--- src/rtl/simd_issue_ctrl.sv ---
// Issue/writeback controller for the 4-lane x 32-bit SIMD ALU, with a 128-bit register file.
// Optional macro SIMD_R0_ZERO_EN hardwires register 0 to zero.
module simd_issue_ctrl #(
  parameter int unsigned NREG = 8,
  parameter int unsigned AW   = 3
) (
  input  logic          clk,
  input  logic          rst_n,
  input  logic          instr_valid,
  output logic          instr_ready,
  input  logic [3:0]    instr_op,
  input  logic [AW-1:0] instr_rd,
  input  logic [AW-1:0] instr_rs1,
  input  logic [AW-1:0] instr_rs2,
  output logic [127:0]  alu_operand1,
  output logic [127:0]  alu_operand2,
  output logic [3:0]    alu_op,
  input  logic [127:0]  alu_result,
  input  logic          alu_zero,
  input  logic          ld_en,
  input  logic [AW-1:0] ld_addr,
  input  logic [127:0]  ld_data,
  input  logic [AW-1:0] rd_addr,
  output logic [127:0]  rd_data,
  output logic          done,
  output logic          zero_out
);

  typedef enum logic [1:0] {StIdle, StExec, StWb} state_e;

  state_e              r_state;
  state_e              w_state_d;
  logic [127:0]        r_regs [NREG];
  logic [127:0]        r_opnd1;
  logic [127:0]        r_opnd2;
  logic [3:0]          r_op;
  logic [AW-1:0]       r_rd;
  logic [127:0]        r_res;
  logic                r_zero;
  logic                r_zero_out;
  logic                r_done;
  logic                w_accept;
  logic [NREG-1:0]     w_wb_we;
  logic [NREG-1:0]     w_ld_we;

  assign w_accept    = instr_valid && (r_state == StIdle);
  assign instr_ready = (r_state == StIdle);

  always_ff @(posedge clk or negedge rst_n) begin
    if (!rst_n) begin
      r_state <= StIdle;
    end else begin
      r_state <= w_state_d;
    end
  end

  always_comb begin
    w_state_d = r_state;
    unique case (r_state)
      StIdle:  if (instr_valid) w_state_d = StExec;
      StExec:  w_state_d = StWb;
      StWb:    w_state_d = StIdle;
      default: w_state_d = StIdle;
    endcase
  end

  always_ff @(posedge clk or negedge rst_n) begin
    if (!rst_n) begin
      r_opnd1    <= '0;
      r_opnd2    <= '0;
      r_op       <= '0;
      r_rd       <= '0;
      r_res      <= '0;
      r_zero     <= 1'b0;
      r_zero_out <= 1'b0;
      r_done     <= 1'b0;
    end else begin
      r_done <= (r_state == StWb);
      // Sources are sampled here, so rs == rd uses the pre-writeback value.
      if (w_accept) begin
        r_opnd1 <= r_regs[instr_rs1];
        r_opnd2 <= r_regs[instr_rs2];
        r_op    <= instr_op;
        r_rd    <= instr_rd;
      end
      if (r_state == StExec) begin
        r_res  <= alu_result;
        r_zero <= alu_zero;
      end
      if (r_state == StWb) begin
        r_zero_out <= r_zero;
      end
    end
  end

  // Writeback has priority over a host load to the same register.
  always_comb begin
    w_wb_we = '0;
    w_ld_we = '0;
    for (int i = 0; i < int'(NREG); i++) begin
      w_wb_we[i] = (r_state == StWb) && (r_rd == AW'(i));
      w_ld_we[i] = ld_en && (ld_addr == AW'(i)) && !w_wb_we[i];
    end
`ifdef SIMD_R0_ZERO_EN
    w_wb_we[0] = 1'b0;
    w_ld_we[0] = 1'b0;
`endif
  end

  always_ff @(posedge clk or negedge rst_n) begin
    if (!rst_n) begin
      for (int i = 0; i < int'(NREG); i++) begin
        r_regs[i] <= '0;
      end
    end else begin
      for (int i = 0; i < int'(NREG); i++) begin
        if (w_wb_we[i]) begin
          r_regs[i] <= r_res;
        end else if (w_ld_we[i]) begin
          r_regs[i] <= ld_data;
        end
      end
    end
  end

`ifdef SIMD_R0_ZERO_EN
  assign rd_data = (rd_addr == '0) ? '0 : r_regs[rd_addr];
`else
  assign rd_data = r_regs[rd_addr];
`endif

  assign alu_operand1 = r_opnd1;
  assign alu_operand2 = r_opnd2;
  assign alu_op       = r_op;
  assign done         = r_done;
  assign zero_out     = r_zero_out;

endmodule

--- config.mk ---
export PLATFORM = sky130hd
export DESIGN_NAME = simd_issue_ctrl
export DESIGN_NICKNAME = d
export VERILOG_FILES = /design/src/rtl/simd_issue_ctrl.sv
export SDC_FILE = /design/constraint.sdc
export NUM_CORES = 2
export LEC_CHECK = 0
export CAP_MARGIN = 20
export CORE_MARGIN = 5
export CORE_UTILIZATION = 40
export CTS_CLUSTER_DIAMETER = 120
export DETAILED_ROUTE_END_ITERATION = 16
export GPL_TIMING_DRIVEN = 0
export PLACE_DENSITY = 0.66
export SLEW_MARGIN = 20
export SYNTH_ARGS = -nofsm -noshare
export SYNTH_HDL_FRONTEND = slang
export SYNTH_SLANG_ARGS = --single-unit
--- constraint.sdc ---
create_clock -name clk -period 4.8 [get_ports clk]
set_clock_uncertainty 0.05 [all_clocks]
set_input_delay 1.44 -clock clk [delete_from_list [all_inputs] [get_ports clk]]
set_output_delay 1.44 -clock clk [all_outputs]
set_load 0.1 [all_outputs]
# After elaboration in Yosys (flattened, before gate mapping)
# Index checks and enable logic that the tools add are counted.
dict set report word_totals {
  out_inout_bits 391
  wordCells 111
  register_bits 1420
}
dict set report classes {
  n_mux 27
  n_reduce_logical 44
  n_lt_le_gt_ge 3
  eq_ne 17
  bitwise_logic 3
}
# op n
set op_table {}
lappend op_table {{2-to-1 mux 128 bit} 22}
lappend op_table {{binary-select mux 128 bit (select 3 bit)} 3}
lappend op_table {{logical AND 1 bit} 25}
lappend op_table {{equality test 3 bit, second input constant} 8}
lappend op_table {{nonzero test 2 bit} 8}
lappend op_table {{equality test 3 x 2 -> 1 bit, second input constant} 4}
lappend op_table {{greater-or-equal comparator 4 bit, second input constant} 3}
lappend op_table {{NOT 3 -> 4 bit} 3}
lappend op_table {{logical NOT 1 bit} 8}
lappend op_table {{equality test 3 x 1 -> 1 bit, second input constant} 2}
lappend op_table {{logical NOT 3 bit} 2}
lappend op_table {{one-hot mux 2 bit (2 select lines)} 1}
lappend op_table {{equality test 2 x 1 -> 1 bit, second input constant} 1}
lappend op_table {{equality test 2 bit, second input constant} 1}
lappend op_table {{logical NOT 2 bit} 1}
lappend op_table {{2-to-1 mux 2 bit} 1}
lappend op_table {{!= test 2 bit, second input constant} 1}

# Logic depth before layout (Yosys ltp)
dict set report depth {
  ltp_word 6
  depth_mapped 6
  ltp_nobuf 3
}

# Worst setup path before layout
# OpenSTA, ideal clock, no wires.
dict set report synth_path {
  path_kind {input -> output}
  startpoint {input port rd_addr[0]}
  endpoint {output port rd_data[100]}
  path_slack_ps 178
  arrival_time_ps 3132
  cell_stages 5
  t_required_ps 3310
  path_cell_list {clkbuf_1 > buf_2 > buf_2 > mux4_2 > mux2_2}
}
dict set report synth_via {
  elab_chain_cells 4
}
# element line
set synth_rtl {}
lappend synth_rtl {{start: declaration} 23} ;# input logic [AW-1:0] rd_addr,
lappend synth_rtl {{NOT 3 -> 4 bit (implied by the code)} 129} ;# assign rd_data = r_regs[rd_addr];
lappend synth_rtl {{binary-select mux 128 bit (select 3 bit)} 129}
lappend synth_rtl {{2-to-1 mux 128 bit (implied by the code) (2 in a row)} 129}
lappend synth_rtl {{end: declaration} 24} ;# output logic [127:0] rd_data,
# Every way passes these cells. The select of a mux whose other input is x is not followed.

# Worst setup path after layout
dict set report layout_path {
  startpoint {input port rd_addr[2]}
  endpoint {output port rd_data[43]}
}
# Same word-level chain as after synthesis.

==> out/results.ini <==
[final_layout]
synthToLayoutAreaGrowth_pct = 19.3
fin_util_pct = 47.8
post_route_cells_drive_above_1_share_pct = 47.1
fin_area_um2 = 105000
finalNetCount = 7813

[sta]
layout_min_cycle_time_ns = 4.83
worst_slew_pin_slew_ns = 1.25
grt_setup_unrepaired = yes
timing.slew.headroom_pct = 16.7
hold_violations = 0
timing.fmax_mhz = 207
postLayoutSetupSlackWorst_ns = -0.0277
final.period_utilization_pct = 101
slew_viol_final = 0
timing.final.setup_violations = 16

[critical_path]
timing.rr.start = r_state[1]$_DFFE_PN0P_
setup.worst_path.end_class = primary output
rr_endpoint = r_regs[784]$_DFFE_PN0P_
setup.worst_path.class = in2out
worstSetupStartpoint = rd_addr[2]
register_to_register_setup_slack_ns = 1.75
r2r_cells = 5
timing.critical_path.arrival_ns = 3.34
maximum_net_fanout_on_the_critical_path = 10
worstPathRequired_ns = 3.31
cp-endpoint = rd_data[43]
cp-start-kind = input pin

[power]
power_frac_seq_pct = 33.5
cellLeakagePower_uw = 0.0438
vdd.ir_drop.worst_uv = 613
pwr_density_cell_nw_per_um2 = 692
p_sw_share_pct = 45.0
internal-power_uw = 39900
relative_contribution_of_combinational_cells_to_total_power_pct = 48.2
p_clk_share_pct = 18.2
switching_power_uw = 32600

[routing]
drc_errors = 0
detailedRoute.firstPassIterationCount = 5
route.vias.total = 67800
wl_um = 380000
wire_per_inst_um = 35.9
avgViaCountPerCell = 6.40
drt_iter0_drc = 7656
postRouteAntennaNets = 0

[die]
ioPinCount = 671
fp.dieArea_um2 = 229000
floorplan.rows = 172
initial_utilization_pct = 40.1
core_area_um2 = 219000
dieHeight_um = 479
fp.dieW_um = 479

[outcome]
violations = negative setup slack
outcome = finished, violations left

[clock_tree]
clk-insertion-delay-late_ns = 0.85
tritoncts.num_buffers = 170
clock_path_buffers = 3
cts_sinks = 1420
worst_setup_hold_path_clk_slew_ns = 0.06
clock-root-buffer = sky130_fd_sc_hd__clkbuf_16
cts_max_level = 4
cts_tree = done

[global_routing]
number_of_antenna_violations_at_the_first_check_in_global_routing = 80
vias_in_the_first_global_route = 68600
track_usage_pct = 32.0
grt_pass1_wl_um = 527000
global_route.overflow_total = 0
maximum_number_of_pins_on_one_net_before_global_route_repair = 144

[placement]
placement.cell_area_um2 = 99100
place_hpwl_um = 256000
portBuffers = 665
gpl.final_weighted_congestion = 0.923

[synth]
synthArstFlopShare_pct = 100
synth.yosys.seq_area_share_pct = 40.4
mappedNetlistNets = 6944
post_synth.cell_area_avg_um2 = 13.2
synthCells = 6664
ys.flop_type = sky130_fd_sc_hd__dfrtp_1
synth-edff-count = 0
synth-warning-count = 0
synth_area_um2 = 88000
post_synth_num_cell_types = 26
synth-seq-cells = 1420

[min_path]
min-delay-path-class = in2async

[job]
drv_cap = 0

stage by stage:
step | instances | setup WS [ns] | hold WS [ns] | power, uW | setup TNS (ns)
2_1_floorplan | 6664 | 0.178 | 0.425 | 48800 | 0
4_1_cts | 10500 | -0.00611 | 0.418 | 72000 | -0.0115
5_1_grt | 10600 | -0.00982 | 0.452 | 75200 | -0.0134
3_3_place_gp | 10200 | -64.53 | 0.417 | 57900 | -
3_5_place_dp | 10200 | -1.63 | 0.420 | 59000 | -194.70
6_report | 10600 | -0.0277 | 0.425 | 72600 | -0.213
power groups by stage:
stage / sequential, uW / clock [uW] / combinational (uW)
6_report: 24300 / 13200 / 35000
3_3_place_gp: 23700 / 0 / 34200
3_5_place_dp: 24100 / 0 / 34900
2_1_floorplan: 28100 / 0 / 20700
5_1_grt: 24900 / 13800 / 36600
4_1_cts: 23900 / 13300 / 34800
Yosys cell counts (3+ instances only):
cell | count | area [um^2]
sky130_fd_sc_hd__mux2_2 | 2474 | 27900
sky130_fd_sc_hd__dfrtp_1 | 1420 | 35500
sky130_fd_sc_hd__mux2i_1 | 512 | 5120
sky130_fd_sc_hd__mux2_1 | 351 | 3950
sky130_fd_sc_hd__buf_2 | 336 | 1680
sky130_fd_sc_hd__nand2_1 | 264 | 991
sky130_fd_sc_hd__a22o_1 | 256 | 2240
sky130_fd_sc_hd__mux4_2 | 256 | 5770
sky130_fd_sc_hd__o22ai_1 | 256 | 1600
sky130_fd_sc_hd__o31ai_1 | 256 | 1920
sky130_fd_sc_hd__clkbuf_1 | 210 | 788
sky130_fd_sc_hd__buf_1 | 18 | 67.6
sky130_fd_sc_hd__buf_4 | 18 | 135
sky130_fd_sc_hd__buf_6 | 11 | 124
sky130_fd_sc_hd__nor2b_1 | 6 | 37.5
sky130_fd_sc_hd__nor2_1 | 4 | 15.0
sky130_fd_sc_hd__and4bb_1 | 3 | 37.5
sky130_fd_sc_hd__nand4b_1 | 3 | 26.3
cells in the final DEF, fill, tap and decap left out, types with 3 or more instances in the layout:
cell type / Yosys / final
sky130_fd_sc_hd__a22o_1: 256 / 256
sky130_fd_sc_hd__and4bb_1: 3 / 3
sky130_fd_sc_hd__buf_1: 18 / 18
sky130_fd_sc_hd__buf_12: 0 / 13
sky130_fd_sc_hd__buf_16: 0 / 33
sky130_fd_sc_hd__buf_2: 336 / 347
sky130_fd_sc_hd__buf_4: 18 / 103
sky130_fd_sc_hd__buf_6: 11 / 28
sky130_fd_sc_hd__buf_8: 0 / 7
sky130_fd_sc_hd__bufinv_16: 0 / 5
sky130_fd_sc_hd__clkbuf_1: 210 / 171
sky130_fd_sc_hd__clkbuf_16: 0 / 172
sky130_fd_sc_hd__clkbuf_2: 0 / 72
sky130_fd_sc_hd__clkbuf_4: 0 / 12
sky130_fd_sc_hd__clkbuf_8: 0 / 50
sky130_fd_sc_hd__clkdlybuf4s50_1: 0 / 526
sky130_fd_sc_hd__clkinv_2: 0 / 18
sky130_fd_sc_hd__clkinvlp_4: 0 / 4
sky130_fd_sc_hd__dfrtp_1: 1420 / 1420
sky130_fd_sc_hd__diode_2: 0 / 61
sky130_fd_sc_hd__inv_16: 0 / 4
sky130_fd_sc_hd__inv_6: 0 / 6
sky130_fd_sc_hd__mux2_1: 351 / 351
sky130_fd_sc_hd__mux2_2: 2474 / 2473
sky130_fd_sc_hd__mux2i_1: 512 / 512
sky130_fd_sc_hd__mux4_2: 256 / 256
sky130_fd_sc_hd__nand2_1: 264 / 264
sky130_fd_sc_hd__nand4b_1: 3 / 3
sky130_fd_sc_hd__nor2_1: 4 / 4
sky130_fd_sc_hd__nor2b_1: 6 / 6
sky130_fd_sc_hd__o22ai_1: 256 / 256
sky130_fd_sc_hd__o31ai_1: 256 / 256
sequential cells by signal, summed over array words and instances (netlist names):
register,cells
alu_operand1,128
done,1
r_res,128
alu_op,4
alu_operand2,128
zero_out,1
r_regs,1024
r_rd,3
r_state,2
r_zero,1
kinds of logic after synthesis:
family | Yosys count | share of synthesized area [%]
simple gates | 289 | 1.33
mux | 3593 | 48.5
flops | 1420 | 40.4
buf+inv | 594 | 3.18
compound gates | 768 | 6.55
worst min path at each step:
stage                                       from                           end  slack [ns]  cells past startpoint
global route        alu_operand2[14]$_DFFE_PN0P_  alu_operand2[14]$_DFFE_PN0P_        0.45                      2
global placement    alu_operand1[65]$_DFFE_PN0P_  alu_operand1[65]$_DFFE_PN0P_        0.42                      2
detailed placement  alu_operand2[20]$_DFFE_PN0P_  alu_operand2[20]$_DFFE_PN0P_        0.42                      2
CTS                                        rst_n       r_regs[540]$_DFFE_PN0P_        0.42                      1
floorplan                     r_zero$_DFFE_PN0N_            r_zero$_DFFE_PN0N_        0.42                      1
finish                                     rst_n       r_regs[800]$_DFFE_PN0P_        0.42                      1
area by class of cell:
| cell class | instances | area [um^2] |
|---|---|---|
| fill | 19400 | 114000 |
| multi-input combinational | 4650 | 49600 |
| sequential | 1420 | 35500 |
| timing repair buffer | 697 | 7130 |
| clock buffer | 262 | 5130 |
| tap | 2871 | 3590 |
| buffer | 593 | 3250 |
| clock inverter | 41 | 474 |
| antenna | 61 | 153 |
| inverter | 1 | 3.75 |
what timing repair did:
item / CTS / global route
hold buffers: 0 / 0
gates resized for setup: 855 / 42
endpoints found under the setup margin: 128 / 41
setup buffers: 0 / 0
cloned: 2 / 0
critical path, stage by stage:
cell and delay [ns]:
sky130_fd_sc_hd__clkbuf_2 0.20, sky130_fd_sc_hd__buf_12 0.23, sky130_fd_sc_hd__clkbuf_1 0.71, sky130_fd_sc_hd__mux2_2 0.49, sky130_fd_sc_hd__buf_4 0.26
routing by layer:
layer,vias to the layer above,wire length [um],track usage (%)
li1,27500,-,-
met1,35100,147000,40.5
met2,4074,166000,47.4
met3,1132,37700,9.06
met4,22,30100,22.5
met5,-,141,0
(Power assumes the default switching activity.)
